===== src/rtl/run_seq_gen_pkg.sv =====
// Shared types and constants for the run sequence generator and its history model.
package run_seq_pkg;

  localparam int LEN_W_DEF = 4;
  localparam int RUN_SAT   = 2;

  typedef enum logic [1:0] {
    IDLE = 2'd0,
    SEND = 2'd1,
    DROP = 2'd2
  } state_t;

endpackage


===== src/rtl/run_seq_gen_hist_model.sv =====
// Line history (previous bit, saturating repeat count) and the x/y values a
// correct repeated-bit detector shows for the current line value.
module run_hist_model
  import run_seq_pkg::*;
(
  input  logic clk,
  input  logic reset,
  input  logic a,
  output logic x,
  output logic y
);

  localparam logic [1:0] SAT = 2'(RUN_SAT);

  logic       prev_q, prev_d;
  logic [1:0] run_q, run_d;
  logic       same;

  always_comb begin
    same   = (a == prev_q);
    x      = (run_q != 2'd0) && same;
    y      = (run_q == SAT) && same;
    prev_d = a;
    run_d  = 2'd1;
    if (x) begin
      run_d = (run_q == SAT) ? SAT : run_q + 2'd1;
    end
  end

  // Runs every cycle: idle cycles are repeats of the held line value.
  always_ff @(posedge clk or negedge reset) begin
    if (!reset) begin
      prev_q <= 1'b0;
      run_q  <= 2'd0;
    end else begin
      prev_q <= prev_d;
      run_q  <= run_d;
    end
  end

endmodule


===== src/rtl/run_seq_gen.sv =====
// Serial run transmitter: accepts (bit, length) requests and emits one bit per
// clock on a_out, alongside the detector outputs expected for that line.
//
// Handshake: a request transfers on a rising edge where req_valid and req_ready
// are both high; req_bit/req_len are sampled only then, and req_valid may drop
// at any time before a transfer without effect.
module run_seq_gen
  import run_seq_pkg::*;
#(
  parameter int LEN_W = LEN_W_DEF
) (
  input  logic             clk,
  input  logic             reset,
  input  logic             req_valid,
  output logic             req_ready,
  input  logic             req_bit,
  input  logic [LEN_W-1:0] req_len,
  output logic             a_out,
  output logic             a_valid,
  output logic             a_last,
  output logic             busy,
  output logic             x_exp,
  output logic             y_exp,
  output state_t           state_dbg
);

  state_t           state_q, state_d;
  logic [LEN_W-1:0] cnt_q, cnt_d;
  logic             a_q, a_d;

  always_comb begin
    state_d   = state_q;
    cnt_d     = cnt_q;
    a_d       = a_q;
    req_ready = 1'b0;
    a_valid   = 1'b0;
    a_last    = 1'b0;
    busy      = 1'b0;

    case (state_q)
      IDLE: req_ready = 1'b1;
      SEND: begin
        a_valid = 1'b1;
        busy    = 1'b1;
        if (cnt_q != '0) begin
          cnt_d = cnt_q - LEN_W'(1);
        end else begin
          a_last    = 1'b1;
          req_ready = 1'b1;
          state_d   = IDLE;
        end
      end
      DROP: begin
        busy    = 1'b1;
        state_d = IDLE;
      end
      default: state_d = IDLE;
    endcase

    // An accept on the last bit overrides the return to IDLE (no gap cycle).
    if (req_valid && req_ready) begin
      if (req_len != '0) begin
        state_d = SEND;
        a_d     = req_bit;
        cnt_d   = req_len - LEN_W'(1);
      end else begin
        state_d = DROP;
      end
    end
  end

  always_ff @(posedge clk or negedge reset) begin
    if (!reset) begin
      state_q <= IDLE;
      cnt_q   <= '0;
      a_q     <= 1'b0;
    end else begin
      state_q <= state_d;
      cnt_q   <= cnt_d;
      a_q     <= a_d;
    end
  end

  assign a_out     = a_q;
  assign state_dbg = state_q;

  run_hist_model u_hist (
    .clk   (clk),
    .reset (reset),
    .a     (a_q),
    .x     (x_exp),
    .y     (y_exp)
  );

endmodule


===== config.mk =====
export PLATFORM = sky130hd
export DESIGN_NAME = run_seq_gen
export DESIGN_NICKNAME = d
export VERILOG_FILES = /design/src/rtl/run_seq_gen_pkg.sv /design/src/rtl/run_seq_gen_hist_model.sv /design/src/rtl/run_seq_gen.sv
export SDC_FILE = /design/constraint.sdc
export NUM_CORES = 1
export LEC_CHECK = 0
export ABC_CLOCK_PERIOD_IN_PS = 2460
export BUFFER_PORTS_ARGS = -buffer_cell sky130_fd_sc_hd__buf_2
export CAP_MARGIN = 20
export CORE_MARGIN = 2
export CORE_UTILIZATION = 50
export DETAILED_ROUTE_END_ITERATION = 8
export PLACE_DENSITY = 0.84
export SLEW_MARGIN = 20
export SYNTH_ARGS = -nofsm -noshare
export SYNTH_HDL_FRONTEND = slang
export SYNTH_SLANG_ARGS = --single-unit

===== constraint.sdc =====
create_clock -name clk -period 2.46 [get_ports clk]
set_input_delay 0.369 -clock clk [delete_from_list [all_inputs] [get_ports clk]]
set_output_delay 0.369 -clock clk [all_outputs]
set_load 0.05 [all_outputs]

==> out/results.tsv, run 1 <==
metric	value	unit
Buf/Inv on CP	2	
Pwr Total	1.18	mW
die area	1750	µm²
met2 wire len	696	µm
die height	41.8	µm
Setup-failing EPs final	0	
arrival time at the worst endpoint	1.75	ns
Final Non-Filler Cells	108	
met3 WL	61	µm
leakage power	0.429	nW
DR WL/cell	13.2	µm
fin crit share	86.3	%
Clock Skews	0.00707	ns
GR Util All Layers	19.4	%
PwrDens	1370	nW/µm²
critical path endpoint category	primary output	
CP Max Fanout	6	
postcts setup bufs	0	
Net count, final	109	
DRC violations left	0	
core footprint	1320	µm²
initial antenna violation count	0	
Worst R2R Setup Slack	0.67	ns
GP Congestion	0.834	
Mapped Cells	74	
Num Clock Sinks	10	
worst slew pin tran	0.337	ns
Met1 Wirelength	646	µm
share of layout cells above drive strength 1	29.0	%
global-route wire length before repair	2570	µm
pin count of the biggest net entering global routing	12	
Clock transition at path regs	0.07	ns
Hold WC Path Type	input port to flip-flop	
Max VDD drop	0.837	mV
Clk Latency, worst-skew pair	0.27	ns
worst hold path depth	2	
path depth of the worst reg2reg path	6	
count of unique library cells instantiated by Yosys	32	
yosys warns	0	
Hold Crit Start	req_bit	
vias in the first global route	570	
Sum Neg Setup Slack	0	ns
H-tree levels	1	
Syn Nets	89	
cell family with most CP delay	flip-flops	
mapped cell area	716	µm²
CTS buffer count	3	
CTS tree	done	
cell breakdown of the critical path	inv_1, ha_1, nor3b_2, a21o_2, buf_2	
Max Fclk	471	MHz
r2r startpoint	state_dbg[1]	
Critical Path Start Type	flip-flop	
number of routed nets with antenna violations	0	
Max Transition Viols Final	0	
gr ovfl total	0	
crit path kind	flip-flop to primary output	
Hold EP	a_out	
max-cap violation count	0	
Slew HR	77.6	%
DR pass1 iterations	4	
reg-to-reg critical path endpoint	cnt_q[3]	
register area share after synthesis	35.0	%
# port buffers	16	
#FFs+latches synth	10	
ANT cells	0	
CP max stage cell	dfrtp_1	
num ports	17	
RSZ-0062 raised after global routing	no	
Final Hold Viols	0	
outcome	completed	
Mean Syn Cell Area	9.67	µm²
Iter 0 DRT Violations	10	
Initial Utilization	54.3	%
HPWL after DPL	1110	µm
area growth from synthesis to layout	19.8	%
Die Wd	41.8	µm
placed cell count	103	
DR vias	592	
vias per cell	5.48	
top layer in use	met4	
critical path's largest stage delay	0.42	ns
row cnt	13	
Final Critical Period	2.12	ns
Total Wirelength	1430	µm
critical path required time	2.09	ns
Clock Tree Root	clkbuf_4	
Longest Clk Path Bufs	2	
power by group:
part	total, mW	internal (mW)	switching, mW
Combinational	0.702	0.225	0.477
Clock	0.148	0.0899	0.0577
Sequential	0.326	0.241	0.0855
placed cells by master, fill, tap and decap left out:
cell type      instances
a21o_2                 1
inv_1                  9
a22o_1                 1
clkbuf_4               3
and2_1                 1
a21oi_1                3
and2_4                 1
a32o_1                 2
or4b_1                 1
nor3_4                 1
o221ai_1               1
xnor2_1                2
o22ai_1                1
ha_1                   7
a22o_2                 1
dlygate4sd3_1          1
clkbuf_8               1
or3b_1                 2
buf_2                 16
nand2_4                1
o21ai_0                3
a22oi_1                1
nor2_1                 3
and3b_2                1
or3_1                  1
nor3b_2                1
nand3_1                1
mux2i_1                2
mux2_1                 2
nor3_1                 2
dfrtp_1               10
xor2_1                 1
nor3b_1                2
a32oi_1                1
nand2_1                6
worst max-delay path by stage:
stage                            start   endpoint  slack, ns  cells past startpoint
after CTS                     cnt_q[0]  req_ready       0.34                      5
after global routing          cnt_q[0]  req_ready       0.27                      5
after global placement      req_len[0]      a_out       0.61                      7
final                         cnt_q[0]  req_ready       0.34                      5
after floorplan           state_dbg[0]     a_last       0.14                      4
after detailed placement    req_len[0]      a_out       0.59                      7
cell type report:
type	count	area, µm²
inverter	9	33.8
clock buffer	4	36.3
timing repair buffer	17	90.1
fill	119	460
tap	15	18.8
sequential	10	250
multi-input combinational	53	428
stage by stage:
stage	instance area, µm²	util [%]	hold WS (ns)	setup WS [ns]
final	857	65.1	0.310	0.338
after global routing	857	65.1	0.314	0.268
after global placement	811	61.5	0.239	0.611
after CTS	857	65.1	0.313	0.335
after detailed placement	811	61.5	0.244	0.592
after floorplan	727	-	0.0734	0.145
per-layer routing:
metal,track usage (%),up-vias
met4,9.68,0
li1,-,299
met2,31.9,19
met5,0,-
met3,3.91,5
met1,24.0,269
cell families after synthesis:
family / Yosys count / synth area share (%)
multiplexers: 4 / 5.94
AND/OR/NAND/NOR: 24 / 21.2
buffers and inverters: 11 / 6.82
flip-flops: 10 / 35.0
XOR/XNOR: 3 / 3.67
adder cells (fa/ha/maj): 7 / 12.2
AO/OA/AOI/OAI: 15 / 15.2
synthesized netlist by cell type:
library cell / n / share of area, %
o21ai_0: 3 / 2.1
xnor2_1: 2 / 2.4
o22ai_1: 1 / 0.87
ha_1: 7 / 12
nor3_1: 3 / 2.1
nand2_4: 1 / 1.6
buf_6: 1 / 1.6
nor3b_1: 2 / 2.1
a21oi_1: 3 / 2.1
dfrtp_1: 10 / 35
mux2i_1: 2 / 2.8
or4b_1: 1 / 1.4
a21o_2: 1 / 1.2
a22oi_1: 1 / 1.0
nor2_1: 3 / 1.6
inv_1: 9 / 4.7
a32o_1: 2 / 2.8
nand2_1: 6 / 3.1
a22o_1: 1 / 1.2
a22o_2: 1 / 1.4
nand3_1: 1 / 0.70
xor2_1: 1 / 1.2
and3b_2: 1 / 1.4
or3b_1: 2 / 2.4
or3_1: 1 / 0.87
and2_4: 1 / 1.2
and2_1: 1 / 0.87
mux2_1: 2 / 3.1
o221ai_1: 1 / 1.2
clkbuf_1: 1 / 0.52
nor3b_2: 1 / 1.7
a32oi_1: 1 / 1.2
registers in the layout, summed over array words and instances (netlist names):
register	count
state_dbg	2
u_hist.prev_q	1
cnt_q	4
u_hist.run_q	2
a_out	1
timing repair:
action | in CTS | in global routing
hold buffers | 1 | 0
endpoints found under the hold margin | 10 | 0
gates resized for setup | 0 | 0
Note: power is estimated with default switching activity, not from simulation.
==> run 2: changes to the inputs <==
Settings changed: ABC_AREA set to 1, BUFFER_PORTS_ARGS -buffer_cell sky130_fd_sc_hd__buf_2 to not set, DONT_BUFFER_PORTS set to 1, PLACE_DENSITY 0.84 to 0.74.
==> run 2 against run 1 <==
Effect of this change: clock power down 27%; flip-flop and latch count stayed put; power up 0.97%; clock skew shrank 0.0064 ns; combinational power grew 7.8%; die area increased by 0.31%; first-iteration DRC count unchanged; wire length decreased by 16%; synthesized cell count is 32% higher; core utilization down 4.4 points; final cell count grew 12%; global-route usage fell by 3.7 points; critical path type unchanged; critical endpoint is now a_last; largest cell class unchanged.
==> out/results.tsv, run 2 <==
metric	value	unit	change
# port buffers	0		-16
HPWL after DPL	1010	µm	-9.1%
Setup-failing EPs final	0		unchanged
Clock Skews	0.000699	ns	-0.00638 ns
Max Transition Viols Final	0		unchanged
ANT cells	0		unchanged
DRC violations left	0		unchanged
Num Clock Sinks	10		unchanged
H-tree levels	1		unchanged
outcome	completed		
DR vias	576		-2.7%
num ports	17		unchanged
Final Critical Period	2.04	ns	-0.0850 ns
most frequent cell after synthesis	nand2_1		
Post-synth ARST share	100	%	unchanged
PwrDens	1490	nW/µm²	+8.2%
share of the synthesized area in the top cell type	34.8	%	-0.12 points
Longest Clk Path Bufs	2		unchanged
pin count of the biggest net entering global routing	11		-1
fin crit share	82.8	%	-3.5 points
Hold EP	a_out		
CTS tree	done		
CTS buffer count	3		unchanged
Clock Tree Root	clkbuf_4		
postcts setup bufs	0		unchanged
Top reg by flops	cnt_q		
Post-CTS Resized	0		unchanged
commonest non-fill, non-tap cell in the layout	nand2_1		
dominant cells by area after synthesis	dfrtp_1 35%, nand2_1 18%, ha_1 12%		
CP Max Fanout	3		-3
area growth from synthesis to layout	11.3	%	
RSZ-0062 raised after global routing	no		
number of routed nets with antenna violations	0		unchanged
register area share after synthesis	34.8	%	-0.12 points
worst slew pin tran	0.539	ns	+0.202 ns
Commonest cells post-synth	34 x nand2_1, 19 x inv_1, 10 x dfrtp_1		
#FFs+latches synth	10		unchanged
Mean Syn Cell Area	7.33	µm²	-24%
post-layout util	60.7	%	-4.4 points
r2r startpoint	state_dbg[1]		
die area	1760	µm²	+0.31%
Final Hold Viols	0		unchanged
yosys warns	0		unchanged
critical path endpoint category	primary output		
crit path kind	flip-flop to primary output		
critical path required time	2.09	ns	about the same
count of unique library cells instantiated by Yosys	17		-47%
cell breakdown of the critical path	inv_1, ha_1, nand3_2, inv_1		
Sum Neg Setup Slack	0	ns	unchanged
leakage power	0.477	nW	+11%
GR Util All Layers	15.8	%	-3.7 points
Critical Path Start Type	flip-flop		
max-cap violation count	0		unchanged
worst hold path depth	2		unchanged
arrival time at the worst endpoint	1.67	ns	-0.08 ns
max reg flops	4		unchanged
Syn Nets	113		+27%
core footprint	1320	µm²	unchanged
CP dominant cell by count	inv_1		
Hold Crit Start	req_valid		
vias per cell	4.76		-13%
vias in the first global route	534		-6.3%
row cnt	13		unchanged
Worst R2R Setup Slack	0.69	ns	+0.02 ns
most frequent cells in the layout	34 x nand2_1, 19 x inv_1, 10 x dfrtp_1, 7 x ha_1		
Slew HR	64.1	%	-13 points
initial antenna violation count	0		unchanged
global-route wire length before repair	2150	µm	-16%
Clock transition at path regs	0.06	ns	about the same
Post-synth EDFFs	0		unchanged
reg-to-reg critical path endpoint	cnt_q[3]		
DR pass1 iterations	4		unchanged
Clk Latency, worst-skew pair	0.26	ns	about the same
Die Wd	41.9	µm	+0.16%
die height	41.9	µm	+0.16%
Initial Utilization	54.5	%	+0.19 points
GP Congestion	0.790		-5.3%
CP max stage cell	dfrtp_1		
Total Wirelength	1200	µm	-16%
Buf/Inv on CP	2		unchanged
hold buffer count at CTS	1		unchanged
Top FF cell, synth	dfrtp_1		
Hold WC Path Type	input port to flip-flop		
path depth of the worst reg2reg path	11		+5
mapped cell area	718	µm²	+0.35%
DR WL/cell	9.90	µm	-25%
gr ovfl total	0		unchanged
Net count, final	123		+13%
cell family with most CP delay	flip-flops		
critical path's largest stage delay	0.58	ns	+0.16 ns
Iter 0 DRT Violations	10		unchanged
Final Non-Filler Cells	121		+12%
Max Fclk	491	MHz	+4.2%
Mapped Cells	98		+32%
post-synth top area cell	dfrtp_1		
Max VDD drop	0.598	mV	-29%
share of layout cells above drive strength 1	13.2	%	-16 points
placed cell count	117		+14%
==> run 2: cell types whose count changed in the layout (fill, tap and decap cells not counted), moves of 3 or more <==
cell,change
buf_2,-16
nand4_1,+5
a21oi_1,-3
inv_1,+10
nand2_1,+28
nor2_1,+3
buf_4,+4
nand3_1,+5
o21ai_0,-3
==> run 2: cell families after synthesis <==
kind of cell	count (synthesis)	share of synthesized area [%]
XOR/XNOR	2	2.44
AND/OR/NAND/NOR	58	39.4
buffers and inverters	21	11.1
adder cells (fa/ha/maj)	7	12.2
flip-flops	10	34.8
==> run 2: per-stage QoR <==
| step | hold WS, ns | power, mW | area (µm²) | setup WS, ns |
|---|---|---|---|---|
| 6_report | 0.254 | 1.19 | 800 | 0.423 |
| 5_1_grt | 0.278 | 1.30 | 800 | 0.336 |
| 4_1_cts | 0.262 | 1.20 | 800 | 0.413 |
| 3_5_place_dp | 0.0736 | 1.09 | 767 | 0.691 |
| 3_3_place_gp | 0.0737 | 1.07 | 767 | 0.717 |
| 2_1_floorplan | 0.0734 | 0.946 | 718 | 0.210 |
==> run 2: metal layers <==
| metal | vias up | track usage, % | share of wire [%] |
|---|---|---|---|
| met5 | - | 0 | 0 |
| met4 | 0 | 9.68 | 0.58 |
| met3 | 2 | 2.17 | 4.8 |
| met2 | 14 | 26.3 | 49 |
| met1 | 246 | 19.0 | 46 |
| li1 | 314 | - | - |
==> run 2: worst max path at each step <==
stage,start,slack [ns],end,cells past startpoint
6_report,state_dbg[1],0.42,a_last,4
5_1_grt,state_dbg[1],0.34,a_last,4
4_1_cts,state_dbg[1],0.41,a_last,4
3_5_place_dp,state_dbg[1],0.69,a_last,4
3_3_place_gp,state_dbg[1],0.72,a_last,4
2_1_floorplan,state_dbg[0],0.21,a_last,3
==> run 2: final cells by class <==
type	count	area, µm²
Inverter	21	80.1
Multi-Input combinational cell	67	388
Tap cell	15	18.8
Fill cell	115	518
Clock buffer	3	22.5
Timing Repair Buffer	5	40.0
Sequential cell	10	250
==> run 2: power breakdown <==
group	switching, mW	internal [mW]
registers	0.0848	0.238
logic	0.533	0.224
clock network	0.0512	0.0563
